[src/rtl/spwm_gate_driver.sv]
// Three-phase sinusoidal PWM gate driver: symmetric triangle carrier,
// valley-latched references, per-phase dead-time and latched fault shutdown.
module spwm_gate_driver #(
    parameter int DEADTIME    = 24,
    parameter int CARRIER_MAX = 4095
) (
    input  logic        clk,
    input  logic        rst,
    input  logic        en,
    input  logic        fault,
    input  logic        fault_clr,
    input  logic [11:0] ref_a,
    input  logic [11:0] ref_b,
    input  logic [11:0] ref_c,
    output logic        gate_ah,
    output logic        gate_al,
    output logic        gate_bh,
    output logic        gate_bl,
    output logic        gate_ch,
    output logic        gate_cl,
    output logic [11:0] carrier,
    output logic        sync_valley,
    output logic        fault_latched
);

    localparam logic [11:0] CMAX = 12'(CARRIER_MAX);
    localparam logic [7:0]  DT   = 8'(DEADTIME);

    typedef enum logic {
        UP,
        DOWN
    } dir_t;

    dir_t        dir;
    dir_t        dir_nxt;
    logic [11:0] carrier_nxt;
    logic        run;
    logic        go;
    logic        run_q;
    logic        valley;

    logic [11:0] u      [3];
    logic [11:0] shadow [3];
    logic [7:0]  dt     [3];
    logic [2:0]  cmp;
    logic [2:0]  raw;
    logic [2:0]  gh;
    logic [2:0]  gl;

    // A fault seen this cycle already stops the modulator on this edge.
    assign run         = en & ~fault_latched;
    assign go          = run & ~fault;
    assign valley      = (carrier == 12'd0);
    assign sync_valley = run & valley;

    assign u[0] = {~ref_a[11], ref_a[10:0]};
    assign u[1] = {~ref_b[11], ref_b[10:0]};
    assign u[2] = {~ref_c[11], ref_c[10:0]};

    always_ff @(posedge clk or posedge rst) begin
        if (rst) begin
            carrier <= 12'd0;
            dir     <= UP;
        end else begin
            carrier <= carrier_nxt;
            dir     <= dir_nxt;
        end
    end

    always_comb begin
        carrier_nxt = 12'd0;
        dir_nxt     = UP;
        if (go) begin
            unique case (dir)
                UP: begin
                    carrier_nxt = carrier + 12'd1;
                    dir_nxt     = (carrier == CMAX - 12'd1) ? DOWN : UP;
                end
                DOWN: begin
                    carrier_nxt = carrier - 12'd1;
                    dir_nxt     = (carrier == 12'd1) ? UP : DOWN;
                end
                default: begin
                    carrier_nxt = 12'd0;
                    dir_nxt     = UP;
                end
            endcase
        end
    end

    always_ff @(posedge clk or posedge rst) begin
        if (rst) begin
            fault_latched <= 1'b0;
        end else if (fault) begin
            fault_latched <= 1'b1;
        end else if (fault_clr) begin
            fault_latched <= 1'b0;
        end
    end

    always_ff @(posedge clk or posedge rst) begin
        if (rst) begin
            run_q <= 1'b0;
        end else begin
            run_q <= go;
        end
    end

    always_comb begin
        cmp = 3'b000;
        for (int i = 0; i < 3; i++) begin
            cmp[i] = go & (shadow[i] > carrier);
        end
    end

    // Dead-time reloads on the same edge the compare bit flips, so the
    // outgoing gate is released one cycle later and the incoming one waits.
    always_ff @(posedge clk or posedge rst) begin
        if (rst) begin
            raw <= 3'b000;
            gh  <= 3'b000;
            gl  <= 3'b000;
            for (int i = 0; i < 3; i++) begin
                shadow[i] <= 12'd2048;
                dt[i]     <= DT;
            end
        end else begin
            raw <= cmp;
            for (int i = 0; i < 3; i++) begin
                if (run && valley) begin
                    shadow[i] <= u[i];
                end
                if (!go || !run_q || (cmp[i] != raw[i])) begin
                    dt[i] <= DT;
                end else if (dt[i] != 8'd0) begin
                    dt[i] <= dt[i] - 8'd1;
                end
                gh[i] <= go & raw[i] & (dt[i] == 8'd0);
                gl[i] <= go & ~raw[i] & (dt[i] == 8'd0);
            end
        end
    end

    assign gate_ah = gh[0];
    assign gate_al = gl[0];
    assign gate_bh = gh[1];
    assign gate_bl = gl[1];
    assign gate_ch = gh[2];
    assign gate_cl = gl[2];

endmodule

[config.mk]
export PLATFORM = sky130hd
export DESIGN_NAME = spwm_gate_driver
export DESIGN_NICKNAME = d
export VERILOG_FILES = /design/src/rtl/spwm_gate_driver.sv
export SDC_FILE = /design/constraint.sdc
export NUM_CORES = 1
export LEC_CHECK = 0
export ABC_CLOCK_PERIOD_IN_PS = 3000
export CAP_MARGIN = 40
export CORE_MARGIN = 2
export CORE_UTILIZATION = 35
export DETAILED_ROUTE_END_ITERATION = 8
export MAX_ROUTING_LAYER = met4
export PLACE_DENSITY = 0.61
export SYNTH_ARGS = -nofsm -noshare
export SYNTH_HDL_FRONTEND = slang
export SYNTH_SLANG_ARGS = --single-unit
[constraint.sdc]
create_clock -name clk -period 3 [get_ports clk]
set_input_delay 0.9 -clock clk [delete_from_list [all_inputs] [get_ports clk]]
set_output_delay 0.9 -clock clk [all_outputs]
set_load 0.005 [all_outputs]
Word level (Yosys, flattened, before mapping)
Index checks and enable logic that the tools add are counted.
{"block": "word_totals", "out_inout_bits": 20, "inputBits": 41, "elab_cells": 85, "ff_bits": 84}
{"block": "classes", "n_lt_le_gt_ge": 3, "addsub": 5, "n_reduce_logical": 18, "eq_ne": 5, "bitwise_logic": 27, "muxes": 14}
{"operator": "$mux W8", "count": 6}
{"operator": "$gt A12 B12 Y1", "count": 3}
{"operator": "$logic_not A8 Y1", "count": 3}
{"operator": "$pmux W12 S2", "count": 1}
{"operator": "$reduce_bool A8 Y1", "count": 3}
{"operator": "$sub A8 B1 Y8 const B", "count": 3}
{"operator": "$and A1 B1 Y1", "count": 18}
{"operator": "$add A12 B1 Y12 const B", "count": 1}
{"operator": "$eq A12 B1 Y1 const B", "count": 1}
{"operator": "$eq A12 B12 Y1 const B", "count": 1}
{"operator": "$logic_not A12 Y1", "count": 1}
{"operator": "$mux W12", "count": 1}
{"operator": "$sub A12 B1 Y12 const B", "count": 1}
{"operator": "$not A1 Y1", "count": 9}
{"operator": "$reduce_bool A2 Y1", "count": 4}
{"operator": "$mux W1", "count": 5}
{"operator": "$logic_or A1 B1 Y1", "count": 4}
{"operator": "$ne A1 B1 Y1", "count": 3}
{"operator": "$logic_not A1 Y1", "count": 2}
{"operator": "$pmux W1 S2", "count": 1}
{"operator": "$logic_and A1 B1 Y1", "count": 1}

Longest topological paths before layout
Gate-level depths: netlist of the first run.
{"block": "depth", "depth_word": 7, "mapped_depth": 8, "mapped_depth_nobuf": 8}

Least setup slack after synthesis of the first run
OpenSTA, ideal clock, no wires.
{"block": "synth_timing", "kind": "register to output", "start": "register carrier[5]", "end": "output sync_valley", "slack_ps": 215, "path_buffers": 1, "path_stages_with_launch": 7, "t_arrival_ps": 1885, "required_time_ps": 2100, "path_cell_list": "dfrtp_1 -> or3_4 -> or4_4 -> nor3_2 -> nand4b_4 -> buf_6 -> inv_1"}
{"block": "synth_between", "elab_chain_cells": 2}
{"item": "start, declared", "line": "21", "rtl": "output logic [11:0] carrier,"}
{"item": "start signal, assigned", "line": "65", "rtl": "carrier <= carrier_nxt;"}
{"item": "$logic_not A12 Y1", "line": "53", "rtl": "assign valley = (carrier == 12'd0);"}
{"item": "$and A1 B1 Y1", "line": "54", "rtl": "assign sync_valley = run & valley;"}
{"item": "end, declared", "line": "22", "rtl": "output logic sync_valley,"}
No other way between the ends.

Worst setup path in the final report of the first run
{"block": "layout_timing", "start": "register carrier[7]", "end": "output sync_valley"}
The elaborated chain is that of the path after synthesis.

==> key figures, run 1 <==
GRT
  • GR Overflow Total: 0
  • Initial antenna violation count: 0
  • First-pass GRT wire length: around 17,000 µm
  • Vias in the first global route: approximately 3,600
  • Largest net degree at the start of global routing: 40
  • GRT Resource Usage Total: 0.158

Critical path
  • CP Class: flip-flop to primary output
  • CP Launch Type: flip-flop
  • CP required: approximately 2.1 ns
  • Crit end category: primary output
  • CP max FO: 2
  • R2r worst-path depth: 10
  • Crit path DAT: between 2 and 2.5 ns

Drt
  • DRT iter0 DRCs: about 160
  • Drt first pass iters: 4
  • Via-to-Cell Ratio: a little under 5
  • Drt wl/cell: roughly 15 µm
  • Detailed-route via count: around 3,400
  • Post-route DRC: 0
  • Number of nets still failing antenna checks after routing: 0
  • Final WL: 10,300 µm

Worst hold path
  • Hold path cells: 1
  • Hold WC Path Type: flip-flop to flip-flop

Synthesis
  • Post-synth top flop: dfrtp_1
  • Number of synthesized register bits: 84
  • Post-synth EDFFs: 0
  • Synth warn: 0
  • Post-synth top area share: 0.398
  • Ys async rst share: 1.00
  • Synth top area cells: dfrtp_1 (40%), ha_1 (12%), mux2_4 (11%)
  • Yosys top cell by area: dfrtp_1
  • Post-Synthesis Cell Area: ~4700 µm²
  • Seq/Total Area, Yosys: 0.448
  • Post-Syn Instances: 426
  • Top cells by count, synth: dfrtp_1 (75), ha_1 (44), nor3_1 (36), mux2_4 (33), nor2_1 (30)
  • Top-count cell post-synth: dfrtp_1
  • Post-synthesis area per instance: between 10 and 15 µm²
  • Synth unique cells: 46
  • Synthesized Nets: 511

STA
  • Final-report hold violation count: 0
  • Layout Skew: approximately 0.0074 ns
  • Slew HR: 0.575
  • Unrepaired setup endpoints after global routing: yes
  • Final period util: 1.00
  • Worst Max-Slew Pin Slew: approximately 0.64 ns
  • Final setup vio count: 1
  • Post-route setup slack: -0.00390 ns
  • Clock period minus worst slack: between 3 and 4 ns
  • Slew Viols, Final: 0
  • Max frequency: roughly 0.33 GHz

Clocking
  • Clock-pin slew on the worst setup and hold paths: 0.06 ns
  • CTS buffer count: 9
  • Max clock buf depth: 2
  • Clock root cell: clkbuf_16
  • CTS H-Tree Depth: 3
  • CTS tree: built
  • Later-pin clock latency in the skew report: 0.34 ns
  • Clk sinks: between 80 and 90

Die
  • Die Y: approximately 120 µm
  • Io pins: 61
  • Die ar.: approximately 14,000 µm²
  • Core area: 13,200 µm²
  • Core Rows: 42
  • Die width: about 120 µm
  • Starting Density: 0.358

Cells and area
  • Fillers: about 1,200
  • Layout cells sized above 1: 0.179
  • Final nets: 599
  • Area of the multi-input gates: approximately 2400 µm²
  • Non-filler cells, final: ~700
  • FF+latch area: 2110 µm²
  • Layout area overhead: 28.4%
  • Ant diodes: 0

Placement
  • Inst Count DP: 678
  • Final HPWL DP: approximately 7900 µm
  • Gpl congestion: 0.847
  • # port buffers: 60
  • Dpl ws: -0.174 ns

Power and ir drop
  • Leak: approximately 0.0027 µW
  • PD cells: approximately 520 nW/µm²
  • VDD IR max: 0.289 mV
  • Design Power: 3160 µW

Run status
  • Status: finished with violations
  • Failing checks: setup timing

Job
  • Max-cap violations: 0
cell families after synthesis:
family / count (synthesis) / share of synthesized area
and+or+nand+nor: 147 / 0.168
DFF: 84 / 0.448
AOI/OAI and AO/OA: 52 / 0.0727
adders and majority gates: 44 / 0.117
buffers and inverters: 38 / 0.0369
muxes: 37 / 0.113
xor gates and xnor gates: 24 / 0.0446
what timing repair did:
item                                    4_1_cts  5_1_grt
gates resized for setup                       6        1
hold buffers                                  0        0
endpoints found under the setup margin        1        1
buffers inserted                              1        0
pin swaps                                     4        3
registers in the layout, summed over array words and instances (netlist names):
register	count
shadow	36
dt	24
carrier	12
gh	3
gl	3
raw	3
dir	1
fault_latched	1
run_q	1
final timing paths:
kind                                 start  slack, ns          end
worst max register to register  carrier[1]       0.31       dt[17]
worst max-delay path            carrier[7]     -0.004  sync_valley
max in group asynchronous              rst       1.38       dt[20]
worst min register to register      raw[2]       0.47        gl[2]
worst min-delay path                raw[2]       0.47        gl[2]
min in group asynchronous              rst       0.98   carrier[3]
critical path, stage by stage (launching register included):
cell and delay (ns):
dfrtp_1 0.37, or3_4 0.39, or4_4 0.45, nor3_4 0.24
nand4b_4 0.15, inv_2 0.08, buf_6 0.09
report_power, final:
| part | switching [µW] | internal, µW | leakage [µW] | total, µW |
|---|---|---|---|---|
| sequential | 77.3 | 1250 | 0.00107 | 1330 |
| combinational | 223 | 320 | 0.00141 | 544 |
| clock | 437 | 858 | 0.000173 | 1290 |
layout make-up:
class                      instances  share of cell area
tap                              176              0.0364
multi-input combinational        304               0.402
clock inverter                     4              0.0157
sequential                        84               0.349
clock buffer                      12              0.0423
inverter                          29              0.0186
timing repair buffer              86               0.136
routing by layer:
metal | track usage | vias to the layer above | part of all wire
li1 | - | 1712 | -
met1 | 0.191 | 1637 | 0.46
met2 | 0.259 | 65 | 0.48
met3 | 0.0323 | 20 | 0.033
met4 | 0.0632 | 0 | 0.025
met5 | - | - | 0
placed cells by master (no fill, tap or decap), types with 4 or more instances in the layout:
cell type | synthesis | routed
ha_1 | 44 | 44
or3_1 | 5 | 5
nor3_1 | 36 | 36
buf_4 | 0 | 24
nor2_1 | 30 | 30
or4_1 | 5 | 5
nand2_1 | 19 | 19
xnor2_1 | 19 | 19
mux2_4 | 33 | 33
dfstp_2 | 9 | 9
dfrtp_1 | 75 | 75
nor4_1 | 4 | 4
clkdlybuf4s50_1 | 0 | 59
nand3_1 | 10 | 10
a21oi_1 | 21 | 21
xor2_1 | 5 | 5
mux2i_1 | 4 | 4
o21ai_0 | 10 | 10
inv_1 | 29 | 27
and3_1 | 5 | 5
nor2b_1 | 7 | 7
nand4_1 | 8 | 8
nand2b_1 | 8 | 8
clkbuf_16 | 0 | 9
per-stage QoR:
stage | cell area, µm² | hold slack (ns) | TNS [ns] | util
floorplan | 4720 | 0.412 | 0 | -
global placement | 5690 | 0.465 | -0.689 | 0.431
detailed placement | 5690 | 0.461 | -1.53 | 0.431
CTS | 6050 | 0.473 | -0.0448 | 0.459
global route | 6060 | 0.498 | -0.0829 | 0.459
finish | 6060 | 0.475 | -0.00390 | 0.459
(Power assumes the default switching activity.)
==> run 2, diff against run 1 <==
--- a/config.mk
+++ b/config.mk
@@ -12,6 +12,8 @@
 export DETAILED_ROUTE_END_ITERATION = 8
 export MAX_ROUTING_LAYER = met4
 export PLACE_DENSITY = 0.61
+export RECOVER_POWER = 50
+export SLEW_MARGIN = 10
 export SYNTH_ARGS = -nofsm -noshare
 export SYNTH_HDL_FRONTEND = slang
 export SYNTH_SLANG_ARGS = --single-unit
==> run 2 against run 1 <==
Against the previous run:
- the flow still finishes with violations (setup timing)
- utilization down 0.28 points
- hold slack gained 0.0047 ns
- clock power about the same
- final cell count stayed put
- non-clock buffer count unchanged
- via count increased by 0.70%
- combinational power decreased by 1%
- clock-buffer cell count stayed put
- critical path type unchanged
- largest power group unchanged
- highest routed layer unchanged
==> key figures, run 2 (synthesis results as in run 1) <==
Run status
  • Failing checks: setup timing
  • Status: finished with violations

Cells and area
  • Most frequent cells in the layout: dfrtp_1 (75), clkdlybuf4s50_1 (56), ha_1 (44)
  • Layout cells sized above 1: 0.177 (-0.00193)
  • Reg with most FFs: shadow
  • Fillers: 1,242 (+0.32%)
  • Ant diodes: 0 (unchanged)
  • Largest regs: shadow x36, dt x24, carrier x12
  • Layout area overhead: 27.6%
  • FF+latch area: 2110 µm² (unchanged)
  • Area of the multi-input gates: 2440 µm² (unchanged)
  • Largest register FFs: 36 (unchanged)
  • Final nets: 599 (unchanged)
  • Final core utilization: 0.456 (-0.00275)
  • Commonest non-fill, non-tap cell in the layout: dfrtp_1

Drt
  • Number of nets still failing antenna checks after routing: 0 (unchanged)
  • Post-route DRC: 0 (unchanged)
  • Drt first pass iters: 4 (unchanged)
  • Detailed-route via count: 3,458 (+0.70%)
  • DRT iter0 DRCs: 128 (-21%)
  • Final WL: 10,400 µm (+0.53%)
  • Via-to-Cell Ratio: 4.98 (+0.70%)
  • Drt wl/cell: 14.9 µm (+0.53%)

Clocking
  • Later-pin clock latency in the skew report: 0.34 ns (about the same)
  • Clock-pin slew on the worst setup and hold paths: 0.06 ns (about the same)
  • CTS H-Tree Depth: 3 (unchanged)
  • CTS tree: built
  • CTS buffer count: 9 (unchanged)
  • Clock root cell: clkbuf_16
  • Clk sinks: 84 (unchanged)
  • Hold-fix buffers, CTS: 0 (unchanged)
  • Max clock buf depth: 2 (unchanged)

STA
  • Slew Viols, Final: 0 (unchanged)
  • Clock period minus worst slack: 3.01 ns (+0.00208 ns)
  • Slew HR: 0.272 (-0.303)
  • Final setup vio count: 1 (unchanged)
  • Final-report hold violation count: 0 (unchanged)
  • Layout Skew: 0.00690 ns (-0.000499 ns)
  • Max frequency: 0.333 GHz (about the same)
  • Hold WS: 0.479 ns (+0.00471 ns)
  • Worst Max-Slew Pin Slew: 1.09 ns (+0.448 ns)
  • Post-route setup slack: -0.00598 ns (-0.00208 ns)
  • Unrepaired setup endpoints after global routing: yes
  • Final period util: 1.00 (about the same)

GRT
  • First-pass GRT wire length: 17,400 µm (unchanged)
  • Largest net degree at the start of global routing: 40 (unchanged)
  • GR Overflow Total: 0 (unchanged)
  • Vias in the first global route: 3,632 (unchanged)
  • GRT Resource Usage Total: 0.158 (unchanged)
  • Initial antenna violation count: 0 (unchanged)

Worst hold path
  • Hold WC Path Type: flip-flop to flip-flop
  • Hold_sp: raw[2]
  • Hold path cells: 1 (unchanged)
  • Worst Hold Path EP: gl[2]

Die
  • Starting Density: 0.358 (unchanged)
  • Core Rows: 42 (unchanged)
  • Io pins: 61 (unchanged)
  • Die width: 120 µm (unchanged)
  • Core area: 13,200 µm² (unchanged)
  • Die Y: 120 µm (unchanged)
  • Die ar.: 14,400 µm² (unchanged)

Critical path
  • Crit path DAT: 2.11 ns (about the same)
  • CP required: 2.10 ns (about the same)
  • Crit end category: primary output
  • R2r worst-path depth: 10 (unchanged)
  • CP max FO: 2 (unchanged)
  • R2r setup slk: 0.28 ns (-0.03 ns)
  • Critical R2R Launch: carrier[1]
  • CP Launch Type: flip-flop
  • R2r endpoint: dt[17]
  • CP Class: flip-flop to primary output

Placement
  • Dpl ws: -0.174 ns (unchanged)
  • # port buffers: 60 (unchanged)
  • Final HPWL DP: 7940 µm (unchanged)
  • Gpl congestion: 0.847 (unchanged)

Power and ir drop
  • Design Power: 3160 µW (-0.23%)
  • Leak: 0.00264 µW (-0.48%)
  • Comb pwr share: 0.170 (-0.002)
  • Net Sw Frac: 0.233 (about the same)
  • Pint: 2420 µW (-0.23%)
  • VDD IR max: 0.290 mV (+0.15%)
  • PD cells: 524 nW/µm² (+0.37%)
  • Net Sw Power: 736 µW (-0.23%)
  • Clk network pwr share: 0.410 (about the same)
  • Reg power frac: 0.420 (about the same)

Job
  • Max-cap violations: 0 (unchanged)
==> run 2: per-stage QoR <==
stage	area (µm²)	TNS, ns	std cells
after detailed placement	5690	-1.53	678
after floorplan	4720	0	426
final	6020	-0.00598	695
after global routing	6020	-1.62	695
after CTS	6050	-0.0448	695
after global placement	5690	-0.689	678
==> run 2: what timing repair did <==
action	4_1_cts	5_1_grt
hold endpoints to repair	0	0
pin swaps	4	3
setup buffers	1	0
setup endpoints to repair	1	1
gates resized for setup	6	1
==> run 2: worst max-delay path: stages (launching register included) <==
cell and delay, ns:
dfrtp_1 0.37, or3_4 0.39, or4_4 0.46, nor3_4 0.24, nand4b_4 0.15, inv_2 0.08
buf_6 0.09
==> run 2: how the worst max path moves through the flow <==
stage	from	to	slack (ns)	cells past startpoint
floorplan	carrier[5]	sync_valley	0.21	6
global placement	carrier[5]	sync_valley	-0.1	6
detailed placement	en	dt[17]	-0.17	7
CTS	carrier[6]	sync_valley	-0.04	6
global route	carrier[6]	sync_valley	-0.08	6
finish	carrier[7]	sync_valley	-0.006	6
==> run 2: metal layers <==
metal | track usage | wire length (µm) | up-vias
met3 | 0.0323 | 390 | 20
li1 | - | - | 1708
met2 | 0.259 | 5060 | 77
met1 | 0.191 | 4680 | 1653
met4 | 0.0632 | 257 | 0
met5 | - | 0 | -
==> run 2: layout make-up <==
type / instances / share of cell area
well taps: 176 / 0.0366
clock buffers: 12 / 0.0426
clock inverters: 4 / 0.0158
repair buffers: 86 / 0.131
multi-input cells: 304 / 0.405
inverters: 29 / 0.0183
flip-flops and latches: 84 / 0.351
==> run 2: power groups by stage <==
| stage | Sequential (µW) | Combinational [µW] | Clock, µW |
|---|---|---|---|
| global placement | 1340 | 519 | 0 |
| floorplan | 1310 | 399 | 0 |
| global route | 1340 | 609 | 1370 |
| CTS | 1330 | 551 | 1320 |
| detailed placement | 1350 | 547 | 0 |
| finish | 1330 | 538 | 1290 |
==> run 3, diff against run 2 <==
--- a/config.mk
+++ b/config.mk
@@ -6,7 +6,7 @@
 export NUM_CORES = 1
 export LEC_CHECK = 0
 export ABC_CLOCK_PERIOD_IN_PS = 3000
-export CAP_MARGIN = 40
+export CAP_MARGIN = 20
 export CORE_MARGIN = 2
 export CORE_UTILIZATION = 35
 export DETAILED_ROUTE_END_ITERATION = 8
==> results of run 3 <==
Same layout as run 2: the final DEF is identical, and so are final timing and power.
